## config.mk

```make
export PLATFORM = sky130hd
export DESIGN_NAME = lab3_cache_cache_assoc_ctrl
export DESIGN_NICKNAME = d
export VERILOG_FILES = /design/src/rtl/lab3_cache_cache_assoc_ctrl.sv
export SDC_FILE = /design/constraint.sdc
export NUM_CORES = 1
export LEC_CHECK = 0
export ABC_CLOCK_PERIOD_IN_PS = 2800
export BUFFER_PORTS_ARGS = -buffer_cell sky130_fd_sc_hd__buf_2
export CORE_MARGIN = 2
export CORE_UTILIZATION = 55
export DETAILED_ROUTE_END_ITERATION = 6
export PLACE_DENSITY = 0.83
export SYNTH_ARGS = -nofsm -noshare
export SYNTH_HDL_FRONTEND = slang
export SYNTH_SLANG_ARGS = --single-unit
```

## constraint.sdc

```tcl
create_clock -name clk -period 2.8 [get_ports clk]
set_input_delay 0.28 -clock clk [delete_from_list [all_inputs] [get_ports clk]]
set_output_delay 0.28 -clock clk [all_outputs]
set_load 0.05 [all_outputs]
```

## src/rtl/lab3_cache_cache_assoc_ctrl.sv

```systemverilog
// lab3_cache_cache_assoc_ctrl: control FSM for an N-way set-associative write-back cache
//   clk, reset (sync, active-low)
//   memreq_*  : processor request (val/rdy, type, set index)
//   memresp_* : processor response (val/rdy)
//   way_hit, way_dirty : per-way tag compare / dirty bit of the latched set
//   tarray_wen, darray_wen, darray_word_sel, darray_src_mem, dirty_wen, dirty_wdata, way_sel : array controls
//   mem_req_*, mem_resp_* : multi-word memory port (val/rdy, type 0=read 1=write)
module lab3_cache_cache_assoc_ctrl #(
    parameter int NUM_WAYS = 2,
    parameter int NUM_SETS = 16,
    parameter int WORDS_PER_LINE = 4,
    localparam int IDX_W = $clog2(NUM_SETS),
    localparam int WAY_W = $clog2(NUM_WAYS),
    localparam int CNT_W = $clog2(WORDS_PER_LINE) + 1,
    localparam int SEL_W = (CNT_W > 1) ? CNT_W - 1 : 1
) (
    input  logic                clk,
    input  logic                reset,
    input  logic                memreq_val,
    output logic                memreq_rdy,
    input  logic                memreq_type,
    input  logic [IDX_W-1:0]    memreq_idx,
    output logic                memresp_val,
    input  logic                memresp_rdy,
    input  logic [NUM_WAYS-1:0] way_hit,
    input  logic [NUM_WAYS-1:0] way_dirty,
    output logic [NUM_WAYS-1:0] tarray_wen,
    output logic [NUM_WAYS-1:0] darray_wen,
    output logic [SEL_W-1:0]    darray_word_sel,
    output logic                darray_src_mem,
    output logic                dirty_wen,
    output logic                dirty_wdata,
    output logic [WAY_W-1:0]    way_sel,
    output logic                mem_req_val,
    input  logic                mem_req_rdy,
    output logic                mem_req_type,
    input  logic                mem_resp_val,
    output logic                mem_resp_rdy
);
    localparam int PL_W = NUM_WAYS - 1;
    localparam logic [CNT_W-1:0] WPL = CNT_W'(WORDS_PER_LINE);
    localparam logic [CNT_W-1:0] WPL_M1 = CNT_W'(WORDS_PER_LINE - 1);
    localparam logic [NUM_WAYS-1:0] WAY_ONE = NUM_WAYS'(1);
    localparam logic [PL_W-1:0] PL_ONE = PL_W'(1);

    typedef enum logic [2:0] {IDLE, TAG, EVICT, REFILL, RESP} state_t;

    state_t               state, state_n;
    logic                 type_q;
    logic [IDX_W-1:0]     idx_q;
    logic [WAY_W-1:0]     victim_q, victim, hit_way;
    logic [CNT_W-1:0]     req_cnt, resp_cnt;
    logic [NUM_WAYS-1:0]  valid [NUM_SETS];
    logic [PL_W-1:0]      plru [NUM_SETS];
    logic [NUM_WAYS-1:0]  set_valid, hit_vec;
    logic                 hit, cnt_clr, fill_done;

    function automatic logic [WAY_W-1:0] low_idx(input logic [NUM_WAYS-1:0] v);
        low_idx = '0;
        for (int i = NUM_WAYS - 1; i >= 0; i--)
            if (v[i]) low_idx = WAY_W'(i);
    endfunction

    // Heap-ordered tree: node n has children 2n+1 / 2n+2; bit 1 means the victim lies right.
    function automatic logic [WAY_W-1:0] plru_victim(input logic [PL_W-1:0] t);
        logic b;
        int   n;
        plru_victim = '0;
        n = 0;
        for (int l = 0; l < WAY_W; l++) begin
            b = |((t >> n) & PL_ONE);
            plru_victim = (plru_victim << 1) | WAY_W'(b);
            n = 2 * n + 1 + int'(b);
        end
    endfunction

    function automatic logic [PL_W-1:0] plru_touch(input logic [PL_W-1:0] t, input logic [WAY_W-1:0] w);
        logic            d;
        logic [PL_W-1:0] m;
        int              n;
        plru_touch = t;
        n = 0;
        for (int l = 0; l < WAY_W; l++) begin
            d = |((w >> (WAY_W - 1 - l)) & WAY_W'(1));
            m = PL_ONE << n;
            plru_touch = d ? (plru_touch & ~m) : (plru_touch | m);
            n = 2 * n + 1 + int'(d);
        end
    endfunction

    assign set_valid = valid[idx_q];
    assign hit_vec   = way_hit & set_valid;
    assign hit       = |hit_vec;
    assign hit_way   = low_idx(hit_vec);
    assign victim    = (&set_valid) ? plru_victim(plru[idx_q]) : low_idx(~set_valid);

    // Outputs are forced quiet while reset is held so an abandoned refill writes nothing.
    always_comb begin
        state_n         = state;
        memreq_rdy      = 1'b0;
        memresp_val     = 1'b0;
        tarray_wen      = '0;
        darray_wen      = '0;
        darray_word_sel = '0;
        darray_src_mem  = 1'b0;
        dirty_wen       = 1'b0;
        dirty_wdata     = 1'b0;
        way_sel         = '0;
        mem_req_val     = 1'b0;
        mem_req_type    = 1'b0;
        mem_resp_rdy    = !reset || state == IDLE || state == EVICT || state == REFILL;
        cnt_clr         = 1'b0;
        fill_done       = 1'b0;
        if (reset) begin
            case (state)
                IDLE: begin
                    memreq_rdy = 1'b1;
                    state_n    = memreq_val ? TAG : IDLE;
                end
                TAG: begin
                    way_sel     = hit ? hit_way : victim;
                    darray_wen  = {NUM_WAYS{hit && type_q}} & (WAY_ONE << hit_way);
                    dirty_wen   = hit && type_q;
                    dirty_wdata = hit && type_q;
                    state_n     = hit ? RESP : (set_valid[victim] && way_dirty[victim]) ? EVICT : REFILL;
                end
                EVICT: begin
                    mem_req_val     = req_cnt != WPL;
                    mem_req_type    = 1'b1;
                    darray_word_sel = req_cnt[SEL_W-1:0];
                    way_sel         = victim_q;
                    cnt_clr         = resp_cnt == WPL;
                    state_n         = cnt_clr ? REFILL : EVICT;
                end
                REFILL: begin
                    mem_req_val     = req_cnt != WPL;
                    way_sel         = victim_q;
                    darray_src_mem  = 1'b1;
                    darray_word_sel = resp_cnt[SEL_W-1:0];
                    darray_wen      = {NUM_WAYS{mem_resp_val}} & (WAY_ONE << victim_q);
                    fill_done       = mem_resp_val && resp_cnt == WPL_M1;
                    tarray_wen      = {NUM_WAYS{fill_done}} & (WAY_ONE << victim_q);
                    dirty_wen       = fill_done;
                    cnt_clr         = fill_done;
                    state_n         = fill_done ? TAG : REFILL;
                end
                RESP: begin
                    memresp_val = 1'b1;
                    state_n     = memresp_rdy ? IDLE : RESP;
                end
                default: state_n = IDLE;
            endcase
        end
    end

    always_ff @(posedge clk) begin
        if (!reset) begin
            state    <= IDLE;
            type_q   <= 1'b0;
            idx_q    <= '0;
            victim_q <= '0;
            req_cnt  <= '0;
            resp_cnt <= '0;
            for (int i = 0; i < NUM_SETS; i++) begin
                valid[i] <= '0;
                plru[i]  <= '0;
            end
        end else begin
            state <= state_n;
            if (state == IDLE && memreq_val) begin
                type_q <= memreq_type;
                idx_q  <= memreq_idx;
            end
            if (state == TAG && !hit) victim_q <= victim;
            if (state == TAG && hit) plru[idx_q] <= plru_touch(plru[idx_q], hit_way);
            if (cnt_clr) begin
                req_cnt  <= '0;
                resp_cnt <= '0;
            end else if (state == EVICT || state == REFILL) begin
                req_cnt  <= req_cnt + CNT_W'(mem_req_val && mem_req_rdy);
                resp_cnt <= resp_cnt + CNT_W'(mem_resp_val);
            end
            if (fill_done) valid[idx_q][victim_q] <= 1'b1;
        end
    end
endmodule

```

==> summary.md, run 1 <==
| Metric | Value |
|---|---|
| Multi-input gate area | 1800 um2 |
| Synth Area per Inst | 9.38 um2 |
| Fin crit share | 1.00 |
| Worst hold start | memreq_type |
| Synthesized instance count | 346 |
| Failing checks | negative setup slack |
| Measured slew at the worst slew-check pin | 0.876 ns |
| Setup Skew | 0.00493 ns |
| Final Cell Area | 3720 um2 |
| Final setup viols | 1 |
| Async SR Flop Fraction | 0 |
| Gpl congestion | 0.869 |
| Crit path time final | 2.81 ns |
| Cts hold-fix bufs | 0 |
| Via count | 2,825 |
| Worst r2r path cells | 8 |
| Synthesized area | 3250 um2 |
| Congestion Overflow GR | 0 |
| CP Data Required Time | 2.52 ns |
| Post-DP Area | 3460 um2 |
| Hold Crit Endpoint | type_q |
| Slew HR | 0.414 |
| Vias in the first global route | 2,633 |
| Sequential cell area | 1350 um2 |
| Worst-path fanout max | 7 |
| Die X | 80.8 um |
| CTS H-tree depth | 3 |
| Filler Cells Inserted | 436 |
| RR Endpoint | victim_q |
| Nets | 392 |
| Post-synthesis simple-gate area fraction | 0.193 |
| Share of layout cells above drive strength 1 | 0.228 |
| Num rows | 27 |
| WHS Path Cells | 3 |
| Leak | 0.00142 uW |
| Largest family of logic cells by synthesized area | compound AO/OA/AOI/OAI gates |
| Area Overhead vs Synth | 14.6% |
| Initial Util | 0.579 |
| Post-route ant nets | 0 |
| Startpoint Class | register |
| Worst-path clk slew | 0.07 ns |
| Routed wire per std cell | 17.6 um |
| Post-synth EDFFs | 0 |
| Ant. Diodes | 0 |
| Most frequent cells in the layout | 64 x dfxtp_1, 34 x a22o_1, 28 x nand2_1, 26 x buf_2, 25 x nor2_1 |
| Net Switching | 879 uW |
| Gate power share | 0.248 |
| Top Ports | 30 |
| Post-synthesis sequential area ratio | 0.413 |
| Pint | 1660 uW |
| XOR/XNOR share of the synthesized area | 0.00539 |
| Status | finished, violations left |
| Fmax | 356 MHz |
| Reported max-cap violation count | 0 |
| Final critical-path setup slack | -0.0127 ns |
| Post-layout util | 0.664 |
| Crit. End Element | output port |
| Die ar. | 6530 um2 |
| Core Footprint | 5610 um2 |
| IO buf count | 29 |
| Largest net degree at the start of global routing | 61 |
| Synth Area in Compound Gates | 0.217 |
| Longest Clk Path Bufs | 2 |
| Unrepaired setup endpoints after global routing | true |
| DR DRC count | 0 |
| DP HPWL | 5.50 mm |
| Commonest non-fill, non-tap cell in the layout | dfxtp_1 |
| Die outline height | 80.8 um |
| Clk network pwr share | 0.324 |
| CTS Buf Count | 9 |
| Peak supply drop | 525 uV |
| Max Slew Vio Count | 0 |
| Switch share | 0.346 |
| Routed vias/inst | 6.28 |
| Pwr dens | 682 nW/um2 |
| CTS tree | done |
| Multiplexer share of the synthesized area | 0.114 |
| Clock latency on the worst-skew pair | 0.35 ns |
| Drt first-iter violations | 256 |
| Net Count, Synth | 365 |
| DR pass1 iterations | 5 |
| Final Routed Wirelength | 7.91 mm |
| Hold Slack | 0.187 ns |
| First-pass GRT wire length | 13.2 mm |
| Synthesis Warnings | 0 |
| CTS root buffer | clkbuf_8 |
| Seq cells post-synth | 67 |
| Hold/Removal Path Class | in -> reg |
| Dominant synthesized flop cell | dfxtp_1 |
| Flop pwr share | 0.428 |
| GRT Total Usage | 0.267 |
| R2r setup slk | 0.42 ns |
| Hold Fails Final Rpt | 0 |
| Adder-cell share of the synthesized area | 0.0154 |
| Post-synthesis cell type count | 52 |
| WP data arrival | 2.53 ns |
| CTS Sinks | 67 |
| Initial antenna violation count | 0 |
| Crit path kind | reg -> out |
[final cells by class]
| class | count | share of cell area |
|---|---|---|
| timing repair buffer | 43 | 0.0713 |
| sequential | 67 | 0.362 |
| multi-input combinational | 248 | 0.484 |
| tap | 72 | 0.0242 |
| clock buffer | 10 | 0.0370 |
| clock inverter | 6 | 0.0175 |
| inverter | 4 | 0.00403 |
[flip-flops by register name, summed over array words and instances, names as in the netlist, named ones only]
register  flops
valid        32
plru         16
idx_q         4
req_cnt       3
resp_cnt      3
state         3
type_q        1
victim_q      1
[worst max path at each step]
stage               depth (start not counted)  slack (ns)  startpoint             to
floorplan                                   7        0.05    register      dirty_wen
global placement                            7        0.11    register        way_sel
detailed placement                          7        0.04    register        way_sel
CTS                                         6       0.002    register  darray_wen[1]
global route                                7       -0.07    register  darray_wen[1]
finish                                      6       -0.01    register  darray_wen[1]
[metrics by stage]
stage	setup TNS, ns	setup WS (ns)	total power [uW]	instances
6_report	-0.0127	-0.0127	2540	450
5_1_grt	-0.175	-0.0737	2660	450
4_1_cts	0	0.00230	2530	450
3_5_place_dp	0	0.0445	1710	431
3_3_place_gp	0	0.108	1700	431
2_1_floorplan	0	0.0519	1550	346
[per-layer routing]
| metal | global-route usage | share of wire |
|---|---|---|
| met1 | 0.367 | 0.45 |
| met2 | 0.411 | 0.47 |
| met3 | 0.0567 | 0.063 |
| met4 | 0.103 | 0.016 |
| met5 | 0 | 0 |
[cells by family (layout without fill, tap and decap cells)]
group	Yosys count	count (layout)
flops	67	67
xor+xnor	2	2
compound gates	94	94
fa+ha+maj	4	4
mux	30	30
simple gates	118	118
buf+inv	31	63
[critical path: stages (launching register included)]
cell and delay (ns):
dfxtp_4 0.41, mux2_4 0.31, mux4_2 0.49, a32o_2 0.29
or3_1 0.37, a21oi_2 0.14, buf_6 0.17
[repair_timing]
item / CTS / global route
pin swaps: 5 / 0
endpoints found under the setup margin: 4 / 3
gates resized for setup: 12 / 2
endpoints found under the hold margin: 0 / 0
buffers inserted: 3 / 0
[power groups by stage]
stage          Combinational, uW  Sequential [uW]  Clock [uW]
5_1_grt                      687             1100         873
6_report                     629             1090         823
2_1_floorplan                507             1040           0
3_5_place_dp                 607             1100           0
3_3_place_gp                 597             1100           0
4_1_cts                      624             1080         826
[synth_stat cells (all sizes together), types with 2 or more instances]
master,number,area share
a21oi,10,0.015
a22o,34,0.092
a22oi,2,0.0046
and2,7,0.013
and3,4,0.0077
buf,6,0.012
clkbuf,21,0.024
dfxtp,67,0.41
ha,4,0.015
inv,4,0.0046
mux2,6,0.021
mux2i,19,0.059
mux4,5,0.035
nand2,28,0.032
nand2b,8,0.015
nand3,7,0.011
nand4,2,0.0039
nor2,25,0.029
nor2b,11,0.021
nor3,8,0.016
nor3b,2,0.0046
nor4b,2,0.0073
o211ai,6,0.014
o21a,3,0.0069
o21ai,15,0.023
o22ai,2,0.0039
o311ai,10,0.027
o31ai,4,0.0092
o41ai,2,0.0054
or2,7,0.013
xor2,2,0.0054
Note: power is estimated with default switching activity, not from simulation.
==> run 2, diff against run 1 <==
--- a/config.mk
+++ b/config.mk
@@ -11,6 +11,7 @@
 export CORE_UTILIZATION = 55
 export DETAILED_ROUTE_END_ITERATION = 6
 export PLACE_DENSITY = 0.83
+export RECOVER_POWER = 25
 export SYNTH_ARGS = -nofsm -noshare
 export SYNTH_HDL_FRONTEND = slang
 export SYNTH_SLANG_ARGS = --single-unit
==> summary.md, run 2 (synthesized netlist as in run 1, its figures left out) <==
| Metric | Value |
|---|---|
| Status | finished, violations left |
| Failing checks | negative setup slack |
| Slew HR | 0.409 (-0.00532) |
| Worst path cell trace | mux2_4 -> mux4_2 -> a32o_2 -> or3_1 -> a21oi_2 -> buf_6 |
| Num rows | 27 (unchanged) |
| Post-layout util | 0.662 (-0.00201) |
| CTS Buf Count | 9 (unchanged) |
| Clock latency on the worst-skew pair | 0.35 ns (about the same) |
| Crit path time final | 2.81 ns (-0.00333 ns) |
| Fmax | 356 MHz (+0.12%) |
| Longest Clk Path Bufs | 2 (unchanged) |
| Design Power | 2530 uW (-0.32%) |
| Worst path max stage delay | 0.49 ns (about the same) |
| Leak | 0.00140 uW (-0.96%) |
| Final Routed Wirelength | 7.95 mm (+0.59%) |
| Gpl congestion | 0.869 (unchanged) |
| Commonest non-fill, non-tap cell in the layout | dfxtp_1 |
| Ant. Diodes | 0 (unchanged) |
| Die X | 80.8 um (unchanged) |
| Worst hold start | memreq_type |
| DR pass1 iterations | 5 (unchanged) |
| Dpl ws | 0.0445 ns (unchanged) |
| Routed wire per std cell | 17.7 um (+0.59%) |
| Worst-path fanout max | 7 (unchanged) |
| Top Registers | valid: 32 flops, plru: 16 flops, idx_q: 4 flops |
| Measured slew at the worst slew-check pin | 0.884 ns (+0.00795 ns) |
| Final TNS setup | -0.00938 ns (+0.00333 ns) |
| Buf/Inv on CP | 1 (unchanged) |
| Core Footprint | 5610 um2 (unchanged) |
| Cts hold-fix bufs | 0 (unchanged) |
| Most frequent cells in the layout | 64 x dfxtp_1, 34 x a22o_1, 28 x nand2_1, 26 x buf_2, 25 x nor2_1 |
| Share of layout cells above drive strength 1 | 0.220 (-0.00794) |
| Nets | 392 (unchanged) |
| Die outline height | 80.8 um (unchanged) |
| Hold Fails Final Rpt | 0 (unchanged) |
| DR DRC count | 0 (unchanged) |
| CTS root buffer | clkbuf_8 |
| Unrepaired setup endpoints after global routing | true |
| Largest register by flop count | valid |
| Via count | 2,828 (+0.11%) |
| Fin crit share | 1.00 (-0.00119) |
| WP data arrival | 2.53 ns (about the same) |
| Initial antenna violation count | 0 (unchanged) |
| CTS H-tree depth | 3 (unchanged) |
| Top Ports | 30 (unchanged) |
| Crit path kind | reg -> out |
| Hold/Removal Path Class | in -> reg |
| Crit. End Element | output port |
| Setup Skew | 0.00609 ns (+0.00115 ns) |
| Startpoint Class | register |
| Congestion Overflow GR | 0 (unchanged) |
| Final critical-path setup slack | -0.00938 ns (+0.00333 ns) |
| Initial Util | 0.579 (unchanged) |
| CP Data Required Time | 2.52 ns (about the same) |
| Routed vias/inst | 6.28 (+0.11%) |
| Peak supply drop | 526 uV (+0.18%) |
| Pwr dens | 682 nW/um2 (about the same) |
| Largest net degree at the start of global routing | 61 (unchanged) |
| Layout Cells excl Fill | 450 (unchanged) |
| First-pass GRT wire length | 13.2 mm (unchanged) |
| GRT Total Usage | 0.267 (unchanged) |
| Crit-path slowest cell | mux4_2 |
| Worst-path clk slew | 0.07 ns (about the same) |
| IO buf count | 29 (unchanged) |
| CTS Sinks | 67 (unchanged) |
| Area Overhead vs Synth | 14.3% |
| Vias in the first global route | 2,633 (unchanged) |
| Drt first-iter violations | 224 (-13%) |
| Die ar. | 6530 um2 (unchanged) |
| DP HPWL | 5.50 mm (unchanged) |
| CTS tree | done |
| Post-route ant nets | 0 (unchanged) |
| Max reg flops | 32 (unchanged) |
| Reported max-cap violation count | 0 (unchanged) |
| Largest delay contributor family on the critical path | multiplexers |
| Final setup viols | 1 (unchanged) |
| Inst Count DP | 431 (unchanged) |
| Max Slew Vio Count | 0 (unchanged) |
## run 2: through the flow
stage / hold slack, ns / cell area (um2)
6_report: 0.190 / 3710
5_1_grt: 0.214 / 3710
3_5_place_dp: 0.462 / 3460
2_1_floorplan: 0.442 / 3260
4_1_cts: 0.191 / 3720
3_3_place_gp: 0.460 / 3460
## run 2: area by class of cell
type	instances	area (um2)
inverters	4	15.0
clock inverters	6	65.1
flip-flops and latches	67	1350
well taps	72	90.1
repair buffers	43	254
clock buffers	10	138
fillers	440	1900
multi-input cells	248	1800
## run 2: worst register-to-register path, cell delays in order (launching register included)
cell and delay (ns):
dfxtp_4 0.41, mux2_4 0.31, mux4_2 0.49, a32o_2 0.29
buf_4 0.14, buf_4 0.13, nor2_1 0.19, nand3_1 0.13
o21ai_0 0.22
## run 2: final timing paths
| kind | end | slack [ns] | depth (start not counted) |
|---|---|---|---|
| worst max-delay path | darray_wen[1] | -0.009 | 6 |
| worst min-delay path | type_q | 0.19 | 3 |
| worst max register to register | victim_q | 0.42 | 8 |
| worst min register to register | valid[13][1] | 0.48 | 1 |
## run 2: layer usage
layer	part of all wire	global-route usage	routed length, um	vias up
li1	-	-	-	1346
met1	0.44	0.367	3500	1351
met2	0.47	0.411	3760	116
met3	0.071	0.0567	566	15
met4	0.017	0.103	134	0
met5	0	0	0	-
## run 2: timing repair
item / 4_1_cts / 5_1_grt
pin swaps: 5 / 0
endpoints found under the setup margin: 4 / 3
setup buffers: 3 / 0
cloned: 0 / 0
resized for setup: 12 / 2
## run 2: report_power, final
| part | leakage (uW) | internal (uW) | total [uW] | switching, uW |
|---|---|---|---|---|
| clock network | 0.000102 | 435 | 820 | 385 |
| logic | 0.000758 | 224 | 623 | 399 |
| registers | 0.000543 | 996 | 1090 | 91.5 |
| total | 0.00140 | 1660 | 2530 | 876 |
==> run 3, diff against run 2 <==
--- a/config.mk
+++ b/config.mk
@@ -10,7 +10,7 @@
 export CORE_MARGIN = 2
 export CORE_UTILIZATION = 55
 export DETAILED_ROUTE_END_ITERATION = 6
-export PLACE_DENSITY = 0.83
+export PLACE_DENSITY = 0.74
 export RECOVER_POWER = 25
 export SYNTH_ARGS = -nofsm -noshare
 export SYNTH_HDL_FRONTEND = slang
==> summary.md, run 3 (synthesized netlist as in run 1, its figures left out) <==
| Metric | Value |
|---|---|
| Fmax | 354 MHz (-0.61%) |
| CTS tree | done |
| Top Registers | valid: 32 flops, plru: 16 flops, idx_q: 4 flops |
| Initial antenna violation count | 0 (unchanged) |
| Worst path max stage delay | 0.49 ns (about the same) |
| Reported max-cap violation count | 0 (unchanged) |
| Layout Cells excl Fill | 450 (unchanged) |
| Worst-path fanout max | 7 (unchanged) |
| Setup Skew | 0.00867 ns (+0.00259 ns) |
| Status | finished, violations left |
| Max Slew Vio Count | 0 (unchanged) |
| Startpoint Class | register |
| Fin crit share | 1.01 (+0.00621) |
| DP HPWL | 5.61 mm (+1.9%) |
| Final critical-path setup slack | -0.0268 ns (-0.0174 ns) |
| Die X | 80.8 um (unchanged) |
| Hold/Removal Path Class | in -> reg |
| Design Power | 2660 uW (+5.1%) |
| Inst Count DP | 433 (+0.46%) |
| DR DRC count | 0 (unchanged) |
| CP Data Required Time | 2.52 ns (about the same) |
| Core Footprint | 5610 um2 (unchanged) |
| Commonest non-fill, non-tap cell in the layout | dfxtp_1 |
| IO buf count | 29 (unchanged) |
| First-pass GRT wire length | 13.5 mm (+1.8%) |
| GRT Total Usage | 0.274 (+0.00740) |
| Largest register by flop count | valid |
| Vias in the first global route | 2,654 (+0.80%) |
| Crit path time final | 2.83 ns (+0.0174 ns) |
| Largest net degree at the start of global routing | 42 (-31%) |
| Routed wire per std cell | 18.4 um (+3.9%) |
| Congestion Overflow GR | 0 (unchanged) |
| Num rows | 27 (unchanged) |
| Final Routed Wirelength | 8.26 mm (+3.9%) |
| Peak supply drop | 458 uV (-13%) |
| Share of layout cells above drive strength 1 | 0.222 (+0.00265) |
| Post-route ant nets | 0 (unchanged) |
| Final TNS setup | -0.0331 ns (-0.0237 ns) |
| Dpl ws | 0.0743 ns (+0.0298 ns) |
| Worst-path clk slew | 0.07 ns (about the same) |
| Final setup viols | 2 (+1) |
| Most frequent cells in the layout | 66 x dfxtp_1, 34 x a22o_1, 28 x nand2_1, 26 x buf_2, 24 x nor2_1 |
| CTS Buf Count | 9 (unchanged) |
| Hold Fails Final Rpt | 0 (unchanged) |
| Failing checks | negative setup slack |
| CTS H-tree depth | 3 (unchanged) |
| Routed vias/inst | 6.23 (-0.85%) |
| Via count | 2,804 (-0.85%) |
| Unrepaired setup endpoints after global routing | true |
| Top Ports | 30 (unchanged) |
| CTS Sinks | 67 (unchanged) |
| Crit-path slowest cell | mux4_2 |
| Pwr dens | 708 nW/um2 (+3.8%) |
| Ant. Diodes | 0 (unchanged) |
| Clock latency on the worst-skew pair | 0.35 ns (about the same) |
| WP data arrival | 2.55 ns (+0.02 ns) |
| Measured slew at the worst slew-check pin | 0.866 ns (-0.0183 ns) |
| Crit. End Element | output port |
| Die outline height | 80.8 um (unchanged) |
| Final Cell Area | 3760 um2 (+1.2%) |
| Crit path kind | reg -> out |
| Largest delay contributor family on the critical path | multiplexers |
| Nets | 392 (unchanged) |
| Post-DP Area | 3470 um2 (+0.43%) |
| Initial Util | 0.579 (unchanged) |
| DR pass1 iterations | 5 (unchanged) |
| Worst path cell trace | mux2_4 -> mux4_2 -> a32o_2 -> or3_1 -> a21oi_2 -> buf_6 |
| Gpl congestion | 0.852 (-1.9%) |
| Buf/Inv on CP | 1 (unchanged) |
| Leak | 0.00143 uW (+1.7%) |
| Slew HR | 0.421 (+0.0122) |
| CTS root buffer | clkbuf_8 |
| Cts hold-fix bufs | 0 (unchanged) |
| Max reg flops | 32 (unchanged) |
| Longest Clk Path Bufs | 2 (unchanged) |
| Drt first-iter violations | 237 (+5.8%) |
| Die ar. | 6530 um2 (unchanged) |
| Area Overhead vs Synth | 15.7% |
==> run 3: repair_timing <==
item,in CTS,in global routing
setup buffers,1,0
endpoints found under the setup margin,3,3
pin swaps,3,1
resized for setup,12,2
endpoints found under the hold margin,0,0
==> run 3: metal layers <==
layer,GRT usage,vias up,share of wire
met4,0.124,0,0.021
met2,0.436,117,0.47
met3,0.0622,23,0.062
met5,0,-,0
met1,0.355,1322,0.44
li1,-,1342,-
==> run 3: final timing paths <==
| kind | startpoint | to | slack [ns] | cells past startpoint |
|---|---|---|---|---|
| max | register | darray_wen[1] | -0.03 | 6 |
| min reg2reg | valid[5][0] | valid[5][0] | 0.48 | 1 |
| min | memreq_type | type_q | 0.20 | 3 |
| max reg2reg | register | state[2] | 0.44 | 7 |
==> run 3: report_power, final <==
part | total (uW) | switching (uW) | internal (uW)
Sequential | 1080 | 82.9 | 995
Clock | 940 | 387 | 553
Combinational | 642 | 415 | 227
==> run 3: layout make-up <==
class | count | area [um2]
flip-flops and latches | 67 | 1350
repair buffers | 43 | 265
clock buffers | 11 | 151
multi-input cells | 248 | 1800
inverters | 4 | 15.0
fillers | 444 | 1850
clock inverters | 5 | 85.1
well taps | 72 | 90.1
==> run 3: worst min-delay path, stage by stage <==
cell	delay, ns
buf_2	0.07
mux2i_1	0.05
nor2b_1	0.11
==> run 3: through the flow <==
| stage | hold slack (ns) | utilization |
|---|---|---|
| final | 0.203 | 0.670 |
| after global routing | 0.247 | 0.670 |
| after CTS | 0.192 | 0.669 |
| after detailed placement | 0.465 | 0.619 |
| after global placement | 0.462 | 0.619 |
| after floorplan | 0.442 | - |
